==> src/rtl/tq_pkg.sv <==
// Shared constants, types and helpers for the transform/quant pipeline.
package tq_pkg;

  localparam int TQ_SHIFT_1 = 7;   // first (vertical) inverse pass
  localparam int TQ_SHIFT_2 = 12;  // second (horizontal) pass, 20 - bit depth 8
  localparam int TQ_OUT_W   = 16;  // reconstructed sample width

  // Which inverse pass a row belongs to; selects the round/shift amount.
  typedef enum logic {
    PASS_VERT = 1'b0,
    PASS_HORZ = 1'b1
  } pass_e;

  // Saturate a signed value to the range of a w-bit signed number.
  function automatic logic signed [31:0] sat_clip(input logic signed [31:0] v, input int w);
    logic signed [31:0] hi;
    logic signed [31:0] lo;
    hi = (32'sd1 <<< (w - 1)) - 32'sd1;
    lo = -(32'sd1 <<< (w - 1));
    if (v > hi)      return hi;
    else if (v < lo) return lo;
    else             return v;
  endfunction

endpackage

==> src/rtl/ibutterfly1_4_rnd.sv <==
// Round, arithmetic-shift and clip one butterfly sum to an output sample.
module ibutterfly1_4_rnd
  import tq_pkg::*;
#(
  parameter int IN_W    = 24,
  parameter int OUT_W   = TQ_OUT_W,
  parameter int SHIFT_1 = TQ_SHIFT_1,
  parameter int SHIFT_2 = TQ_SHIFT_2
) (
  input  logic signed [IN_W:0]    sum,
  input  pass_e                   pass,
  output logic signed [OUT_W-1:0] y
);

  // Two bits of headroom over the input so sum + rounding bias never wraps.
  localparam int EXT_W = IN_W + 2;

  int                       sh;
  logic signed [EXT_W-1:0]  ext;
  logic signed [EXT_W-1:0]  bias;
  logic signed [EXT_W-1:0]  biased;
  logic signed [EXT_W-1:0]  shifted;
  logic signed [31:0]       clipped;

  // Add half an LSB of the result, floor-shift, then saturate.
  // NOTE: every variable here is assigned on every path through the block,
  // so the combinational logic never infers a latch.
  always_comb begin
    sh      = (pass == PASS_HORZ) ? SHIFT_2 : SHIFT_1;
    ext     = EXT_W'(sum);
    bias    = EXT_W'(1) <<< (sh - 1);
    biased  = ext + bias;
    shifted = biased >>> sh;
    clipped = sat_clip(32'(shifted), OUT_W);
    y       = OUT_W'(clipped);
  end

endmodule

==> src/rtl/ibutterfly1_4.sv <==
// Final-stage inverse 4-point butterfly: add/sub (S1), round-shift-clip (S2),
// valid/ready handshake and a row counter marking the end of each 4x4 block.
module ibutterfly1_4
  import tq_pkg::*;
#(
  parameter int IN_W    = 24,
  parameter int OUT_W   = TQ_OUT_W,
  parameter int SHIFT_1 = TQ_SHIFT_1,
  parameter int SHIFT_2 = TQ_SHIFT_2
) (
  input  logic                    clk,
  input  logic                    rst,
  input  logic                    i_valid,
  output logic                    o_ready,
  input  logic                    i_pass,
  input  logic signed [IN_W-1:0]  i_even_0,
  input  logic signed [IN_W-1:0]  i_even_1,
  input  logic signed [IN_W-1:0]  i_odd_0,
  input  logic signed [IN_W-1:0]  i_odd_1,
  output logic                    o_valid,
  input  logic                    i_ready,
  output logic signed [OUT_W-1:0] o_0,
  output logic signed [OUT_W-1:0] o_1,
  output logic signed [OUT_W-1:0] o_2,
  output logic signed [OUT_W-1:0] o_3,
  output logic [1:0]              o_row,
  output logic                    o_last
);

  localparam int SUM_W = IN_W + 1;

  logic                    adv1;
  logic                    adv2;
  logic                    s1_valid;
  pass_e                   s1_pass;
  logic signed [SUM_W-1:0] s1_sum [4];
  logic signed [OUT_W-1:0] rnd_y  [4];

  // A stage may load when its output register is empty or being drained.
  assign adv2    = !o_valid || i_ready;
  assign adv1    = !s1_valid || adv2;
  assign o_ready = adv1;
  assign o_last  = o_valid && (o_row == 2'd3);

  // S1: sign-extend then add/sub; one extra bit makes overflow impossible.
  // NOTE: sequential state uses non-blocking assignments so every register
  // samples the pre-edge value of every other register.
  always_ff @(posedge clk or posedge rst) begin
    if (rst) begin
      s1_valid <= 1'b0;
      s1_pass  <= PASS_VERT;
      for (int k = 0; k < 4; k++) s1_sum[k] <= '0;
    end else if (adv1) begin
      s1_valid <= i_valid;
      if (i_valid) begin
        s1_pass   <= pass_e'(i_pass);
        s1_sum[0] <= SUM_W'(i_even_0) + SUM_W'(i_odd_0);
        s1_sum[1] <= SUM_W'(i_even_1) + SUM_W'(i_odd_1);
        s1_sum[2] <= SUM_W'(i_even_1) - SUM_W'(i_odd_1);
        s1_sum[3] <= SUM_W'(i_even_0) - SUM_W'(i_odd_0);
      end
    end
  end

  // One round-shift-clip slice per output sample.
  for (genvar k = 0; k < 4; k++) begin : g_rnd
    ibutterfly1_4_rnd #(
      .IN_W    (IN_W),
      .OUT_W   (OUT_W),
      .SHIFT_1 (SHIFT_1),
      .SHIFT_2 (SHIFT_2)
    ) u_rnd (
      .sum  (s1_sum[k]),
      .pass (s1_pass),
      .y    (rnd_y[k])
    );
  end

  // S2: register the clipped samples; they hold steady while stalled.
  always_ff @(posedge clk or posedge rst) begin
    if (rst) begin
      o_valid <= 1'b0;
      o_0     <= '0;
      o_1     <= '0;
      o_2     <= '0;
      o_3     <= '0;
    end else if (adv2) begin
      o_valid <= s1_valid;
      if (s1_valid) begin
        o_0 <= rnd_y[0];
        o_1 <= rnd_y[1];
        o_2 <= rnd_y[2];
        o_3 <= rnd_y[3];
      end
    end
  end

  // Row index of the presented row; advances on each output transfer, wraps 3 -> 0.
  always_ff @(posedge clk or posedge rst) begin
    if (rst)                     o_row <= 2'd0;
    else if (o_valid && i_ready) o_row <= o_row + 2'd1;
  end

endmodule
==> config.mk <==
export PLATFORM = sky130hd
export DESIGN_NAME = ibutterfly1_4
export DESIGN_NICKNAME = d
export VERILOG_FILES = /design/src/rtl/tq_pkg.sv /design/src/rtl/ibutterfly1_4_rnd.sv /design/src/rtl/ibutterfly1_4.sv
export SDC_FILE = /design/constraint.sdc
export NUM_CORES = 1
export LEC_CHECK = 0
export CAP_MARGIN = 0
export CORE_MARGIN = 2
export CORE_UTILIZATION = 57
export DETAILED_ROUTE_END_ITERATION = 8
export PLACE_DENSITY = 0.83
export SETUP_SLACK_MARGIN = 0.3
export SLEW_MARGIN = 5
export SYNTH_ARGS = -nofsm -noshare
export SYNTH_HDL_FRONTEND = slang
export SYNTH_SLANG_ARGS = --single-unit
export TNS_END_PERCENT = 100
==> constraint.sdc <==
create_clock -name clk -period 9.6 [get_ports clk]
set_input_delay 1.92 -clock clk [delete_from_list [all_inputs] [get_ports clk]]
set_output_delay 1.92 -clock clk [all_outputs]
set_load 0.02 [all_outputs]
==> results.yml, run 1 <==
drt:
  totalWireLength_um: 28100
  route.antenna.remaining_nets: 0
  detail_route.iter0.violations: 805
  vias: 10300
  drt_first_pass_iters: 5
  routedWlPerCell_um: 15.6
  vias_per_cell: 5.75
  detail_route.drc_violations: 0
clock_tree:
  htree_levels: 4
  path_clk_slew_ns: 0.06
  cts.repair_timing.setup_buffer_count: 0
  cts_inserted_buffers: 17
  clock_tree.buffer_depth: 2
  tritoncts_num_sinks: 145
  cts_tree: "done"
  clk_latency_worst_skew_pair_ns: 0.42
  ctsHoldBuffers: 0
  cts-resized-gates: 0
  cts-root-buf: "sky130_fd_sc_hd__clkbuf_16"
floorplan:
  pin_count: 170
  die-area_um2: 21200
  initial_standard_cell_utilization_of_the_core: 0.584
  core_area_um2: 19600
  die_width_um: 146
  die_y_um: 146
  std_cell_rows: 51
yosys:
  fraction_of_post_synthesis_cell_area_in_the_top_cell_type_by_area: 0.317
  yosys-top-cells-area: "sky130_fd_sc_hd__dfrtp_1, sky130_fd_sc_hd__ha_1, sky130_fd_sc_hd__nand2_1"
  synth_compound_area_frac: 0.205
  ys_types: 88
  ys_dominant_reg_cell: "sky130_fd_sc_hd__dfrtp_1"
  synth_xor_xnor_area_share: 0.0902
  synth-simple-area-share: 0.208
  synthesis.area_um2: 11400
  syn-mean-instance-area_um2: 8.24
  synthCells: 1390
  synth.yosys.seq_area_share: 0.317
  mappedNetlistNets: 1592
  yosys-mux-area-fraction: 0.0145
  yosys_register_bits: 145
  synth_top_family_by_area: "simple AND/OR/NAND/NOR gates"
  synth_enable_flop_cells: 0
  synth_fa_ha_area_frac: 0.110
  yosys.area.top_type: "sky130_fd_sc_hd__dfrtp_1"
  synth-warning-count: 0
  postSynth.asyncResetShare: 1.00
worst_setup_path:
  worst_setup_path_startpoint: "i_ready"
  worstSetupEndpoint: "o_ready"
  timing.critical_path.to_type: "output port"
  critical_path.top_delay_family: "buffers and inverters"
  timing.critical_path.from_type: "input port"
  type_of_the_worst_setup_path: "input port to output port"
  cell_chain_critical_path: "clkdlybuf4s50_1, nand3b_1, clkdlybuf4s50_1"
  critical_path_required_ns: 7.68
  crit_path_top_delay_cell: "sky130_fd_sc_hd__clkdlybuf4s50_1"
  cell_type_with_the_highest_occurrence_count_on_the_critical_path: "sky130_fd_sc_hd__clkdlybuf4s50_1"
  crit_cells: 3
  rrSetupSlack_ns: 5.75
  crit_buf_inv: 2
  timing.rr.end: "o_2[9]$_DFFE_PP0P_"
  cp_data_arrival_time_ns: 3.32
  rr_worst_depth: 12
  critical-path-max-stage-delay_ns: 0.66
  worstReg2RegStart: "s1_pass$_DFFE_PP0P_"
  crit_fanout: 4
global_routing:
  via_count_of_the_first_global_routing_pass: 9369
  final_global_route_overflow_total: 0
  antenna_found_initial: 0
  maximum_number_of_pins_on_one_net_before_global_route_repair: 93
  grt_first_pass_wirelength_um: 46200
  globalRouteTotalUtil: 0.260
timing:
  slew_violations: 0
  layout_min_cycle_time_ns: 5.24
  final.setup.worst_slack_ns: 4.36
  timing.max_slew.rel_slack: 0.378
  worst_margin_slew_ns: 0.933
  worst_clock_skew_ns: 0.00855
  final.setup.tns_ns: 0
  finalHoldViolCount: 0
  post-route-period-util: 0.545
  clock.fmax_mhz: 191
  grt_setup_unrepaired: "false"
  timing.final.setup_violations: 0
place:
  port_buffers: 169
  post-place-ws_ns: 4.38
  finalWeightedCongestion: 0.920
  dp_hpwl_um: 21700
finish:
  post_route_cells_drive_above_1_share: 0.0581
  n_antenna_cell: 0
  area_delta_synth_final_pct: 21.2
  fillCellCount: 1561
  finish.net_count: 1721
power_and_ir_drop:
  vdd.ir_drop.worst_mv: 0.111
  power_density_nw_per_um2: 202
  power.static_leakage_nw: 6.04
min_path:
  min-delay-path-class: "flop to flop"
run:
  timing.max_cap.violations: 0
outcome:
  status: "finished clean"
-- cells in the mapped netlist (all sizes together), types with 12 or more instances --
| master | instances |
|---|---|
| o21ai | 108 |
| inv | 89 |
| nand2 | 178 |
| ha | 101 |
| a31oi | 26 |
| dfrtp | 145 |
| xnor2 | 76 |
| a211oi | 12 |
| a22oi | 12 |
| and3 | 24 |
| nand3 | 47 |
| nor3 | 22 |
| clkbuf | 45 |
| xor2 | 41 |
| nor2 | 125 |
| o211ai | 19 |
| a21o | 14 |
| a21oi | 94 |
| o21bai | 15 |
| o31ai | 12 |
| buf | 21 |
-- worst min-delay path, stage by stage, from the launching register on --
cell,delay (ns)
sky130_fd_sc_hd__dfrtp_1,0.34
sky130_fd_sc_hd__nand2_1,0.06
sky130_fd_sc_hd__o21ai_2,0.05
-- cells in the final DEF, fill, tap and decap left out, drive strengths merged, types with 9 or more instances in the layout --
master         count
mux2i             11
xor2              41
and3              24
a211oi            12
a21oi             94
nor2             125
nand2            178
nand3b             9
clkdlybuf4s50    169
a31oi             26
dfrtp            145
xnor2             76
o211ai            19
nor3              22
nor4              11
nand3             47
inv               91
ha               101
nand2b            10
nor2b             10
a21o              14
clkbuf            20
o31ai             12
a22oi             12
o21ai            108
o21bai            15
nand4             10
-- report_power, final --
part / internal [W] / switching [W] / leakage [nW]
combinational: 0.000513 / 0.000636 / 4.03
clock: 0.000443 / 0.000256 / 0.293
sequential: 0.000786 / 0.000168 / 1.72
total: 0.00174 / 0.00106 / 6.04
-- metrics by stage --
step / hold slack [ns] / total power (W) / cell area (um^2) / cells / util
after floorplan: 0.443 / 0.00165 / 11400 / 1390 / -
after global placement: 0.460 / 0.00206 / 13200 / 1765 / 0.676
after detailed placement: 0.469 / 0.00209 / 13200 / 1765 / 0.676
after CTS: 0.480 / 0.00280 / 13900 / 1797 / 0.708
after global routing: 0.495 / 0.00295 / 13900 / 1797 / 0.708
final: 0.477 / 0.00280 / 13900 / 1797 / 0.708
-- layout make-up --
class	instances	area (um^2)	area share
Sequential cell	145	3630	0.262
Inverter	89	339	0.0244
Multi-Input combinational cell	1090	7200	0.519
Clock inverter	12	181	0.0131
Tap cell	265	332	0.0239
Clock buffer	20	447	0.0322
Timing Repair Buffer	176	1740	0.126
-- cell families (layout without fill, tap and decap cells) --
logic type                 after synthesis  after routing
xor gates and xnor gates               117            117
adders and majority gates              101            101
AOI/OAI and AO/OA                      361            361
muxes                                   16             16
DFF                                    145            145
and+or+nand+nor                        495            495
buffers and inverters                  155            297
-- registers in the layout, summed over array words and instances, names as in the netlist --
signal	flops
o_0	16
o_1	16
o_2	16
o_3	16
o_row	2
o_valid	1
s1_pass	1
s1_sum	76
s1_valid	1
-- layer usage --
layer	up-vias	part of all wire	global-route usage	wire, um
met3	26	0.067	0.0317	1880
met5	-	0	0	0
li1	5116	-	-	-
met4	0	0.011	0.0618	308
met2	381	0.43	0.375	12000
met1	4805	0.50	0.415	14000
-- worst min path at each step --
stage | startpoint | end | slack (ns) | cells past startpoint
final | o_3[13]$_DFFE_PP0P_ | o_3[13]$_DFFE_PP0P_ | 0.48 | 2
after global routing | o_1[3]$_DFFE_PP0P_ | o_1[3]$_DFFE_PP0P_ | 0.49 | 2
after detailed placement | o_3[13]$_DFFE_PP0P_ | o_3[13]$_DFFE_PP0P_ | 0.47 | 2
after CTS | o_3[13]$_DFFE_PP0P_ | o_3[13]$_DFFE_PP0P_ | 0.48 | 2
after global placement | s1_sum[86]$_DFFE_PP0P_ | s1_sum[86]$_DFFE_PP0P_ | 0.46 | 2
after floorplan | s1_sum[86]$_DFFE_PP0P_ | s1_sum[86]$_DFFE_PP0P_ | 0.44 | 2
Power figures use the tool's default switching activity.
==> inputs of run 2 (changes only) <==
CORE_UTILIZATION = 56   (was 57)
PLACE_DENSITY = 0.82   (was 0.83)
clock period = 5.05 ns   (was 9.6 ns; I/O delays follow)
==> run 2 against run 1 <==
  * Non-clock buffer count is 3 higher
  * Register-to-register slack worse by 4.1 ns
  * Routed wire length is 0.63% higher
  * Via count is 0.66% higher
  * Global-route usage is 0.55 points higher
  * Sequential power is 91% higher
  * Critical path depth is 8 higher
  * Power is 83% higher
  * Final area is 0.46% lower
  * Die area is 1.7% higher
  * Critical endpoint is now s1_sum[22]$_DFFE_PP0P_
  * Largest power group unchanged
==> results.yml, run 2 (same netlist as run 1, synthesis figures left out) <==
clock_tree:
  cts-root-buf: "sky130_fd_sc_hd__clkbuf_16"
  cts-resized-gates: 0
  clk_latency_worst_skew_pair_ns: 0.42
  cts_tree: "done"
  htree_levels: 4
  ctsHoldBuffers: 0
  path_clk_slew_ns: 0.06
  tritoncts_num_sinks: 145
  clock_tree.buffer_depth: 2
  cts_inserted_buffers: 17
  cts.repair_timing.setup_buffer_count: 0
place:
  dp_cells: 1773
  dp_hpwl_um: 22100
  finalWeightedCongestion: 0.912
  port_buffers: 169
  post-place-ws_ns: 1.13
global_routing:
  grt_first_pass_wirelength_um: 47600
  via_count_of_the_first_global_routing_pass: 9769
  maximum_number_of_pins_on_one_net_before_global_route_repair: 111
  globalRouteTotalUtil: 0.266
  final_global_route_overflow_total: 0
  antenna_found_initial: 0
timing:
  timing.final.setup_violations: 0
  slew_violations: 0
  final.hold.worst_slack_ns: 0.474
  finalHoldViolCount: 0
  final.setup.worst_slack_ns: 1.50
  timing.max_slew.rel_slack: 0.321
  clock.fmax_mhz: 282
  grt_setup_unrepaired: "false"
  post-route-period-util: 0.703
  worst_margin_slew_ns: 1.02
  final.setup.tns_ns: 0
  layout_min_cycle_time_ns: 3.55
  worst_clock_skew_ns: 0.00539
drt:
  totalWireLength_um: 28300
  drt_first_pass_iters: 5
  route.antenna.remaining_nets: 0
  vias_per_cell: 5.76
  detail_route.iter0.violations: 791
  detail_route.drc_violations: 0
  vias: 10400
  routedWlPerCell_um: 15.7
floorplan:
  die_y_um: 147
  pin_count: 170
  initial_standard_cell_utilization_of_the_core: 0.568
  die-area_um2: 21600
  std_cell_rows: 52
  core_area_um2: 20200
  die_width_um: 147
worst_setup_path:
  crit_path_top_delay_cell: "sky130_fd_sc_hd__clkdlybuf4s50_1"
  type_of_the_worst_setup_path: "input port to flop"
  crit_buf_inv: 2
  critical_path.top_delay_family: "compound AO/OA/AOI/OAI gates"
  cp_data_arrival_time_ns: 3.83
  cell_chain_critical_path: "clkdlybuf4s50_1, inv_1, ha_1, a211oi_1, nor2_1, o41a_1, o21ai_2, a31oi_2, a21o_1, a2111oi_0, nor3_1"
  critical_path_required_ns: 5.33
  crit_fanout: 7
  worst_setup_path_startpoint: "i_odd_0[5]"
  critical-path-max-stage-delay_ns: 0.48
  timing.critical_path.to_type: "flop"
  worstReg2RegStart: "s1_pass$_DFFE_PP0P_"
  timing.critical_path.from_type: "input port"
power_and_ir_drop:
  power_density_nw_per_um2: 372
  power.static_leakage_nw: 6.02
  vdd.ir_drop.worst_mv: 0.217
finish:
  area_delta_synth_final_pct: 20.6
  finish.net_count: 1724
  largest_reg_flops: 76
  post_route_cells_drive_above_1_share: 0.0567
  final_core_util: 0.685
  largest-register: "s1_sum"
  finish.cell_count_without_fillers: 1804
  n_antenna_cell: 0
  layout_commonest_cell: "sky130_fd_sc_hd__nand2_1"
  layout.cells.most_common_list: "sky130_fd_sc_hd__nand2_1, sky130_fd_sc_hd__clkdlybuf4s50_1, sky130_fd_sc_hd__dfrtp_1"
  fillCellCount: 1657
run:
  timing.max_cap.violations: 0
min_path:
  min_from: "o_3[1]$_DFFE_PP0P_"
  min-delay-path-class: "flop to flop"
outcome:
  status: "finished clean"
run 2: changes by cell type in the layout (fill, tap and decap cells not counted):
cell	delta
sky130_fd_sc_hd__buf_12	+1
sky130_fd_sc_hd__buf_4	+2
sky130_fd_sc_hd__bufinv_16	-3
sky130_fd_sc_hd__clkbuf_1	+4
sky130_fd_sc_hd__clkinv_2	+4
sky130_fd_sc_hd__clkinv_4	-1
sky130_fd_sc_hd__clkinvlp_4	-2
sky130_fd_sc_hd__inv_6	-3
run 2: path summary, 6_finish.rpt:
check	endpoint	slack [ns]	depth (start not counted)
hold / removal	o_3[1]$_DFFE_PP0P_	0.47	2
min in group asynchronous	o_2[1]$_DFFE_PP0P_	1.09	2
setup reg to reg	o_2[9]$_DFFE_PP0P_	1.61	10
hold reg to reg	o_3[1]$_DFFE_PP0P_	0.47	2
max in group asynchronous	s1_sum[6]$_DFFE_PP0P_	3.07	3
setup / recovery	s1_sum[22]$_DFFE_PP0P_	1.50	11
run 2: final cells by class:
type	count	area (um^2)	share of cell area
Tap cell	270	338	0.0245
Clock inverter	7	62.6	0.00453
Sequential cell	145	3630	0.263
Clock buffer	24	462	0.0334
Timing Repair Buffer	179	1780	0.129
Inverter	89	338	0.0245
Multi-Input combinational cell	1090	7200	0.522
run 2: worst register-to-register path: cells and delay by family, from the launching register on:
kind,cells,cell delay [ns]
AND/OR/NAND/NOR,3,0.67
flip-flops,1,0.55
adder cells (fa/ha/maj),1,0.19
AO/OA/AOI/OAI,6,1.94
run 2: stage by stage:
stage	total power, W	area, um^2
after floorplan	0.00313	11500
after CTS	0.00513	13800
after global routing	0.00545	13800
after detailed placement	0.00399	13300
final	0.00513	13800
after global placement	0.00393	13300
run 2: power by group:
| part | total, W | internal, W | switching, W |
|---|---|---|---|
| logic | 0.00218 | 0.000978 | 0.00120 |
| clock network | 0.00113 | 0.000682 | 0.000450 |
| registers | 0.00182 | 0.00150 | 0.000327 |
run 2: metal layers:
layer  global-route usage  wire length [um]  vias to the layer above
met5                    0                 0                        -
li1                     -                 -                     5126
met2                0.396             12100                      325
met4               0.0582               240                        0
met3               0.0286              1670                       21
met1                0.419             14300                     4924
==> inputs of run 3 (changes only) <==
clock period = 3.45 ns   (was 5.05 ns; I/O delays follow)
==> run 3 against run 2 <==
  * Sequential share of layout area shrank 0.76 points
  * Non-clock buffer count grew 35
  * Register-to-register slack lost 1.1 ns
  * Hold slack gained 0.0019 ns
  * Clock skew grew 0.0025 ns
  * Sequential power grew 47%
  * Sequential cell count is the same
  * Final area grew 3.0%
  * Worst setup slack lost 1.0 ns
  * Via count grew 2.4%
  * Critical endpoint is now s1_sum[72]$_DFFE_PP0P_
  * Largest power group unchanged
  * Highest routed layer unchanged
==> results.yml, run 3 (same netlist as run 1, synthesis figures left out) <==
place:
  post-place-ws_ns: -0.0270
  port_buffers: 169
  dp_hpwl_um: 22900
  finalWeightedCongestion: 0.920
  dp_cells: 1806
drt:
  route.antenna.remaining_nets: 0
  detail_route.iter0.violations: 873
  vias: 10600
  routedWlPerCell_um: 16.0
  vias_per_cell: 5.79
  drt_first_pass_iters: 5
  detail_route.drc_violations: 0
  totalWireLength_um: 29500
global_routing:
  antenna_found_initial: 0
  final_global_route_overflow_total: 0
  globalRouteTotalUtil: 0.275
  maximum_number_of_pins_on_one_net_before_global_route_repair: 75
  grt_first_pass_wirelength_um: 48600
  via_count_of_the_first_global_routing_pass: 9955
power_and_ir_drop:
  sequentialPowerShare: 0.343
  vdd.ir_drop.worst_mv: 0.318
  power_density_nw_per_um2: 549
  power_total_w: 0.00782
  clkPwrFrac: 0.237
  netSwitchingPower_w: 0.00300
  power.static_leakage_nw: 6.23
  power_report.internal_total_w: 0.00482
  power.share.switching: 0.384
  combinationalPowerShare: 0.420
clock_tree:
  cts-root-buf: "sky130_fd_sc_hd__clkbuf_16"
  cts_inserted_buffers: 17
  tritoncts_num_sinks: 145
  clock_tree.buffer_depth: 2
  ctsHoldBuffers: 0
  clk_latency_worst_skew_pair_ns: 0.43
  path_clk_slew_ns: 0.06
  cts_tree: "done"
  htree_levels: 4
finish:
  sequential_cell_area_um2: 3630
  layout_commonest_cell: "sky130_fd_sc_hd__nand2_1"
  largest_reg_flops: 76
  finish.cell_count_without_fillers: 1840
  layout.cells.most_common_list: "sky130_fd_sc_hd__nand2_1, sky130_fd_sc_hd__clkdlybuf4s50_1, sky130_fd_sc_hd__dfrtp_1"
  multi_input_area_um2: 7280
  n_antenna_cell: 0
  post_route_cells_drive_above_1_share: 0.0873
  area_delta_synth_final_pct: 24.3
  largest-register: "s1_sum"
  fillCellCount: 1650
  finish.net_count: 1759
timing:
  final.setup.worst_slack_ns: 0.474
  grt_setup_unrepaired: "false"
  worst_margin_slew_ns: 0.898
  layout_min_cycle_time_ns: 2.98
  timing.final.setup_violations: 0
  clock.fmax_mhz: 336
  timing.max_slew.rel_slack: 0.400
  final.hold.worst_slack_ns: 0.476
  post-route-period-util: 0.863
  slew_violations: 0
  final.setup.tns_ns: 0
  finalHoldViolCount: 0
  worst_clock_skew_ns: 0.00788
floorplan:
  core_area_um2: 20200
  die-area_um2: 21600
  pin_count: 170
  initial_standard_cell_utilization_of_the_core: 0.568
  std_cell_rows: 52
  die_y_um: 147
  die_width_um: 147
worst_setup_path:
  crit_fanout: 4
  timing.critical_path.to_type: "flop"
  critical_path_required_ns: 3.77
  rr_worst_depth: 10
  timing.critical_path.from_type: "input port"
  cp_data_arrival_time_ns: 3.29
  type_of_the_worst_setup_path: "input port to flop"
min_path:
  worst_hold_path.num_cells: 2
  min-delay-path-class: "flop to flop"
outcome:
  status: "finished clean"
run:
  timing.max_cap.violations: 0
==> run 3: cell types whose count changed in the layout (fill, tap and decap cells not counted), sizes merged <==
| cell | before | now |
|---|---|---|
| buf | 10 | 45 |
| clkinvlp | 2 | 5 |
| clkinv | 5 | 3 |
| bufinv | 1 | 2 |
| clkbuf | 24 | 23 |
==> run 3: layout make-up <==
class / instances / share of cell area
timing repair buffer: 214 / 0.144
multi-input combinational: 1090 / 0.511
inverter: 89 / 0.0237
clock buffer: 23 / 0.0343
tap: 270 / 0.0237
sequential: 145 / 0.255
clock inverter: 9 / 0.00738
==> run 3: power by group through the flow <==
stage	Clock (W)	Combinational, W	Sequential [W]
finish	0.00185	0.00328	0.00268
global route	0.00193	0.00358	0.00275
CTS	0.00186	0.00325	0.00267
detailed placement	0	0.00321	0.00269
global placement	0	0.00314	0.00267
floorplan	0	0.00169	0.00289
==> run 3: final timing paths <==
kind	from	to	slack, ns
min reg2reg	o_3[8]$_DFFE_PP0P_	o_3[8]$_DFFE_PP0P_	0.48
min in group asynchronous	rst	o_2[7]$_DFFE_PP0P_	0.73
max in group asynchronous	rst	s1_pass$_DFFE_PP0P_	1.98
max reg2reg	s1_pass$_DFFE_PP0P_	o_3[14]$_DFFE_PP0P_	0.55
max	i_odd_1[4]	s1_sum[72]$_DFFE_PP0P_	0.47
min	o_3[8]$_DFFE_PP0P_	o_3[8]$_DFFE_PP0P_	0.48
==> run 3: per-layer routing <==
metal | part of all wire | global-route usage | wire, um
met2 | 0.44 | 0.417 | 12900
met5 | 0 | 0 | 0
met3 | 0.069 | 0.0457 | 2020
met1 | 0.48 | 0.410 | 14100
met4 | 0.014 | 0.0707 | 416
==> run 3: repair_timing <==
action	CTS	global route
setup buffers	0	2
endpoints found under the setup margin	0	38
gates resized for setup	0	17
endpoints found under the hold margin	0	0
==> run 3: worst max-delay path: stages <==
cell	delay, ns
sky130_fd_sc_hd__clkdlybuf4s50_1	0.49
sky130_fd_sc_hd__inv_1	0.05
sky130_fd_sc_hd__ha_1	0.31
sky130_fd_sc_hd__or3_1	0.36
sky130_fd_sc_hd__or3_1	0.36
sky130_fd_sc_hd__and3_1	0.23
sky130_fd_sc_hd__o21bai_2	0.19
sky130_fd_sc_hd__nand4_1	0.17
sky130_fd_sc_hd__nor4b_1	0.19
sky130_fd_sc_hd__a211o_1	0.25
==> run 3: metrics by stage <==
step | area (um^2) | util
after floorplan | 11500 | -
after global placement | 13500 | 0.672
after detailed placement | 13500 | 0.672
after CTS | 14100 | 0.701
after global routing | 14200 | 0.706
final | 14200 | 0.706
